--- config.mk ---
export PLATFORM = sky130hd
export DESIGN_NAME = gumnut_gpr_writeback
export DESIGN_NICKNAME = d
export VERILOG_FILES = /design/src/rtl/gumnut_pkg.sv /design/src/rtl/gumnut_regfile.sv /design/src/rtl/gumnut_gpr_writeback.sv
export SDC_FILE = /design/constraint.sdc
export NUM_CORES = 1
export LEC_CHECK = 0
export ABC_AREA = 0
export CORE_MARGIN = 2
export CORE_UTILIZATION = 54
export CTS_CLUSTER_SIZE = 28
export DETAILED_ROUTE_END_ITERATION = 8
export GPL_TIMING_DRIVEN = 0
export PLACE_DENSITY_LB_ADDON = 0.1
export SLEW_MARGIN = 10
export SYNTH_ARGS = -nofsm -noshare
export SYNTH_HDL_FRONTEND = slang
export SYNTH_HIERARCHICAL = 1
export SYNTH_SLANG_ARGS = --single-unit
--- constraint.sdc ---
create_clock -name clk -period 2.94 [get_ports clk]
set_input_delay 0.441 -clock clk [delete_from_list [all_inputs] [get_ports clk]]
set_output_delay 0.441 -clock clk [all_outputs]
set_load 0.02 [all_outputs]
--- src/rtl/gumnut_pkg.sv ---
// Shared Gumnut definitions: instruction field positions, opcode-class
// prefixes, memory function codes and the write-back FSM states.
package gumnut_pkg;

    localparam int GPR_W    = 8;
    localparam int NUM_REGS = 8;
    localparam int REG_AW   = 3;
    localparam int IR_W     = 18;

    // Instruction field bit positions
    localparam int RD_MSB    = 13;
    localparam int RD_LSB    = 11;
    localparam int RS_MSB    = 10;
    localparam int RS_LSB    = 8;
    localparam int R2_MSB    = 7;
    localparam int R2_LSB    = 5;
    localparam int MEMFN_MSB = 15;
    localparam int MEMFN_LSB = 14;

    // Opcode-class prefixes, compared against the top bits of IR
    localparam logic       CLS_ALU_IMMED = 1'b0;
    localparam logic [1:0] CLS_MEM       = 2'b10;
    localparam logic [2:0] CLS_SHIFT     = 3'b110;
    localparam logic [3:0] CLS_ALU_REG   = 4'b1110;

    // Memory / IO function codes
    localparam logic [1:0] MEM_LDM = 2'b00;
    localparam logic [1:0] MEM_STM = 2'b01;
    localparam logic [1:0] MEM_INP = 2'b10;
    localparam logic [1:0] MEM_OUT = 2'b11;

    typedef enum logic {
        IDLE      = 1'b0,
        LOAD_WAIT = 1'b1
    } wb_state_e;

    // True for instructions that retire an ALU/shift result in one cycle
    function automatic logic is_alu_writeback(input logic [IR_W-1:0] ir);
        return (ir[17] == CLS_ALU_IMMED)
            || (ir[17:15] == CLS_SHIFT)
            || (ir[17:14] == CLS_ALU_REG);
    endfunction

    // True for ldm/inp, which retire only after the memory acknowledge
    function automatic logic is_load(input logic [IR_W-1:0] ir);
        return (ir[17:16] == CLS_MEM)
            && ((ir[MEMFN_MSB:MEMFN_LSB] == MEM_LDM)
             || (ir[MEMFN_MSB:MEMFN_LSB] == MEM_INP));
    endfunction

endpackage

--- src/rtl/gumnut_regfile.sv ---
// Gumnut general-purpose register file: r0 hard-wired to zero, two
// asynchronous read ports and one synchronous write port.
module gumnut_regfile
    import gumnut_pkg::*;
#(
    parameter int DATA_W = GPR_W
) (
    input  logic              clk,
    input  logic              rst,
    input  logic              we,
    input  logic [REG_AW-1:0] waddr,
    input  logic [DATA_W-1:0] wdata,
    input  logic [REG_AW-1:0] raddr_a,
    input  logic [REG_AW-1:0] raddr_b,
    output logic [DATA_W-1:0] rdata_a,
    output logic [DATA_W-1:0] rdata_b
);

    logic [DATA_W-1:0] regs_q [NUM_REGS];
    logic [DATA_W-1:0] regs_d [NUM_REGS];

    // Next register contents: apply the single write, never disturb r0
    always_comb begin
        regs_d = regs_q;
        if (we && (waddr != '0)) begin
            regs_d[waddr] = wdata;
        end
        regs_d[0] = '0;
    end

    // Register storage, cleared by asynchronous reset
    always_ff @(posedge clk or posedge rst) begin
        if (rst) begin
            for (int i = 0; i < NUM_REGS; i++) begin
                regs_q[i] <= '0;
            end
        end else begin
            regs_q <= regs_d;
        end
    end

    // Read ports show the pre-edge value; r0 always reads zero
    always_comb begin
        rdata_a = (raddr_a == '0) ? '0 : regs_q[raddr_a];
        rdata_b = (raddr_b == '0) ? '0 : regs_q[raddr_b];
    end

endmodule

--- src/rtl/gumnut_gpr_writeback.sv ---
// Gumnut register-file and write-back stage: supplies ALU operands, holds
// the C/Z flags and retires ALU results or load data into rd.
module gumnut_gpr_writeback
    import gumnut_pkg::*;
#(
    parameter int DATA_W = GPR_W
) (
    input  logic              clk,
    input  logic              rst,
    input  logic [IR_W-1:0]   IR,
    input  logic              ex_valid,
    output logic              ex_ready,
    input  logic [DATA_W-1:0] ALU_result,
    input  logic              ALU_carry,
    input  logic [DATA_W-1:0] mem_data,
    input  logic              mem_ack,
    output logic [DATA_W-1:0] GPR_rs,
    output logic [DATA_W-1:0] GPR_r2,
    output logic              cc_C,
    output logic              cc_Z,
    output logic              wb_en,
    output logic [REG_AW-1:0] wb_addr
);

    wb_state_e         state_q, state_d;
    logic [REG_AW-1:0] load_rd_q, load_rd_d;
    logic              cc_c_q, cc_c_d;
    logic              cc_z_q, cc_z_d;
    logic              wb_en_q, wb_en_d;
    logic [REG_AW-1:0] wb_addr_q, wb_addr_d;

    logic              accept;
    logic              alu_retire;
    logic              load_start;
    logic              load_done;
    logic              rf_we;
    logic [REG_AW-1:0] rf_waddr;
    logic [DATA_W-1:0] rf_wdata;
    logic              ir_unused;

    // Immediate/offset bits below r2 are consumed by the ALU, not here
    assign ir_unused = ^IR[R2_LSB-1:0];

    gumnut_regfile #(.DATA_W(DATA_W)) u_regfile (
        .clk     (clk),
        .rst     (rst),
        .we      (rf_we),
        .waddr   (rf_waddr),
        .wdata   (rf_wdata),
        .raddr_a (IR[RS_MSB:RS_LSB]),
        .raddr_b (IR[R2_MSB:R2_LSB]),
        .rdata_a (GPR_rs),
        .rdata_b (GPR_r2)
    );

    // Handshake and retire decisions; ALU retire and load completion are exclusive
    always_comb begin
        ex_ready   = (state_q == IDLE);
        accept     = ex_valid && ex_ready;
        alu_retire = accept && is_alu_writeback(IR);
        load_start = accept && is_load(IR);
        load_done  = (state_q == LOAD_WAIT) && mem_ack;
        rf_we      = alu_retire || load_done;
        rf_waddr   = load_done ? load_rd_q : IR[RD_MSB:RD_LSB];
        rf_wdata   = load_done ? mem_data : ALU_result;
    end

    // Next-state for FSM, captured load target, flags and write-back report
    always_comb begin
        state_d   = state_q;
        load_rd_d = load_rd_q;
        cc_c_d    = cc_c_q;
        cc_z_d    = cc_z_q;
        wb_en_d   = rf_we;
        wb_addr_d = rf_we ? rf_waddr : wb_addr_q;
        case (state_q)
            IDLE: begin
                if (alu_retire) begin
                    cc_c_d = ALU_carry;
                    cc_z_d = (ALU_result == '0);
                end
                if (load_start) begin
                    state_d   = LOAD_WAIT;
                    load_rd_d = IR[RD_MSB:RD_LSB];
                end
            end
            LOAD_WAIT: begin
                if (mem_ack) begin
                    state_d = IDLE;
                end
            end
            default: state_d = IDLE;
        endcase
    end

    // Stage state registers with asynchronous reset
    always_ff @(posedge clk or posedge rst) begin
        if (rst) begin
            state_q   <= IDLE;
            load_rd_q <= '0;
            cc_c_q    <= 1'b0;
            cc_z_q    <= 1'b0;
            wb_en_q   <= 1'b0;
            wb_addr_q <= '0;
        end else begin
            state_q   <= state_d;
            load_rd_q <= load_rd_d;
            cc_c_q    <= cc_c_d;
            cc_z_q    <= cc_z_d;
            wb_en_q   <= wb_en_d;
            wb_addr_q <= wb_addr_d;
        end
    end

    assign cc_C    = cc_c_q;
    assign cc_Z    = cc_z_q;
    assign wb_en   = wb_en_q;
    assign wb_addr = wb_addr_q;

endmodule
==> results of run 1 <==
[final timing paths]
check / endpoint / slack (ns) / cells after the start
worst min register to register: cc_C / 0.50 / 1
worst max register to register: u_regfile/regs_q[30] / 0.38 / 7
worst max-delay path: GPR_rs[6] / 0.10 / 6
worst min-delay path: cc_C / 0.44 / 2
max in group asynchronous: u_regfile/regs_q[14] / 1.81 / 3
min in group clk: cc_C / 0.50 / 1
[stage by stage]
step	TNS, ns	std cells	util [%]	cell area [µm²]
finish	0	436	68.3	4620
floorplan	0	287	-	3770
CTS	0	436	67.9	4590
global route	0	436	68.3	4620
detailed placement	-0.696	420	65.2	4410
global placement	-1.23	419	64.9	4390
[layout by cell type, fill, tap and decap left out, types with 3 or more instances in the layout]
master / n
buf_6: 7
nor4_1: 5
nand4b_2: 3
inv_1: 7
clkdlybuf4s50_1: 39
a311o_1: 3
dfrtp_1: 66
clkbuf_1: 6
mux2_2: 83
a21o_1: 3
buf_12: 3
buf_4: 3
dlymetal6s2s_1: 11
mux2i_1: 32
buf_2: 4
a221oi_1: 26
nand2_1: 5
and3_1: 4
clkbuf_8: 12
[logic make-up (layout without fill, tap and decap cells)]
group / count (synthesis) / count (layout)
muxes: 116 / 116
DFF: 66 / 66
AOI/OAI and AO/OA: 43 / 43
and+or+nand+nor: 32 / 32
buffers and inverters: 30 / 99
[power by group through the flow]
stage          combinational (W)  clock, W  sequential [W]
5_1_grt                  0.00107  0.000768         0.00146
2_1_floorplan           0.000708         0         0.00138
6_report                0.000995  0.000710         0.00142
3_3_place_gp            0.000970         0         0.00140
4_1_cts                  0.00101  0.000718         0.00142
3_5_place_dp             0.00100         0         0.00143
[state kept, by name, summed over array words and instances (netlist names)]
| name | count |
|---|---|
| cc_C | 1 |
| cc_Z | 1 |
| load_rd_q | 3 |
| state_q | 1 |
| u_regfile/regs_q | 56 |
| wb_addr | 3 |
| wb_en | 1 |
[final cells by class]
type	count	area (µm²)	share of cell area (%)
sequential	66	1650	35.8
multi-input combinational	191	1900	41.1
clock buffer	14	173	3.74
buffer	22	188	4.07
tap	80	100	2.17
clock inverter	2	10.0	0.217
timing repair buffer	53	566	12.2
inverter	8	30.0	0.650
[routing by layer]
layer	up-vias	global-route usage, %	wire length [µm]
li1	1236	-	-
met1	1405	37.9	4270
met2	112	43.4	4750
met3	20	5.50	692
met4	0	10.6	183
met5	-	0	0
[worst max-delay path, stage by stage]
cell and delay (ns):
clkdlybuf4s50_1 0.44, and2_1 0.17, clkbuf_1 0.28, a22o_1 0.27, a21oi_1 0.16, clkdlybuf4s50_1 0.64
[repair_timing]
item | CTS | global route
hold endpoints to repair | 0 | 0
pin swaps | 0 | 0
buffers inserted | 0 | 0
endpoints found under the setup margin | 2 | 11
gates resized for setup | 2 | 12
==> flow_summary.yaml, run 1 <==
critical_path:
  crit_type: "in2out"
  cp_max_fo: 8
  worstReg2RegStart: "state_q"
  start_kind: "input port"
  startpoint: "IR[8]"
  critPathRequiredTime_ns: 2.50
  end_kind: "primary output"
  critPathArrivalTime_ns: 2.40
global_route:
  antenna_found_initial: 0
  grt_pass1_vias: 2828
  grt_usage_pct: 27.6
  grt_overflow: 0
  grt_max_degree: 30
  grt_pass1_wl_um: 15500
run:
  drv_cap: 0
place:
  gp_routability_congestion: 0.809
  io_buffer_count: 52
  hpwl_um: 6610
  dp_worst_setup_slack_ns: -0.100
power_and_ir_drop:
  peakVddDrop_mv: 0.427
  total_power_w: 0.00313
  powerDensity_nw_per_um2: 678
  switchingPower_w: 0.000978
  seqPwrFrac_pct: 45.5
  p_int_w: 0.00215
  switching_share_pct: 31.3
  clockPowerShare_pct: 22.7
  comb_power_share_pct: 31.8
  cellLeakagePower_nw: 2.14
sta:
  setup_violations: 0
  period_share_pct: 96.5
  fin_ws_ns: 0.102
  finalCriticalPeriod_ns: 2.84
  worstMarginPinSlew_ns: 0.643
  skew_ns: 0.00611
  slew_headroom_pct: 57.1
  holdWs_ns: 0.443
  finalHoldViolCount: 0
  fmax_ghz: 0.352
  rsz0062_at_grt: "no"
  slew_viol_final: 0
floorplanning:
  dieArea_um2: 7660
  core_area_um2: 6760
  io_pins: 62
  rows: 30
  die_width_um: 87.5
  die_y_um: 87.5
  start_util_pct: 55.7
routing:
  drtIter0Drc: 224
  dr.pass1.iters: 4
  vias: 2773
  wire_per_inst_um: 22.7
  ant_nets: 0
  drcViolationCount: 0
  drt-total-wl_um: 9890
  viasPerCell: 6.36
final_layout:
  nets: 390
  area_delta_synth_final_pct: 22.6
  layout-drive-gt1-share_pct: 36.0
  n_fill_cell: 508
  diodes: 0
clocking:
  cts_tree: "yes"
  clockBufferDepth: 2
  clock-root-buffer: "clkbuf_8"
  h-tree-depth: 3
  path_clk_slew_ns: 0.07
  ctsHoldBuffers: 0
  clk_latency_ns: 0.34
  cts_buffers: 9
  clock_sinks: 66
synthesis:
  synth-async-reset-ratio_pct: 100
  yosys.area_share.xor_xnor_pct: 0
  synthTopCellsByCount: "mux2_2, dfrtp_1, mux2i_1"
  ys_ff_latch: 66
  synth_adder_area_share_pct: 0
  netlist_area_um2: 3770
  yosys.area_share.simple_pct: 6.88
  yosysMostFrequentCell: "mux2_2"
  netlist_instances: 287
  synth_top_area_cell: "dfrtp_1"
  yosysWarnings: 6
  synth.distinct_cells: 37
  synth.top_cell.area_share_pct: 43.9
  synth_compound_area_share_pct: 9.83
  avgSynthCellArea_um2: 13.1
  synth.area.mux_share_pct: 33.7
  yosys-top-cells-area: "dfrtp_1, mux2_2, mux2i_1"
  synth_edf_count: 0
  synth_flop_cell: "dfrtp_1"
  ys_seq_area_share_pct: 43.9
  synth_top_family_by_area: "multiplexers"
  synth.net_count: 326
run_status:
  run_status: "complete, no violations"
worst_hold_path:
  hold_class: "in2async"
(Power assumes the default switching activity.)
==> run 2, diff against run 1 <==
--- a/config.mk
+++ b/config.mk
@@ -5,7 +5,7 @@
 export SDC_FILE = /design/constraint.sdc
 export NUM_CORES = 1
 export LEC_CHECK = 0
-export ABC_AREA = 0
+export CAP_MARGIN = 15
 export CORE_MARGIN = 2
 export CORE_UTILIZATION = 54
 export CTS_CLUSTER_SIZE = 28
==> results of run 2 <==
Same layout as run 1: the final DEF is identical, and so are final timing and power.
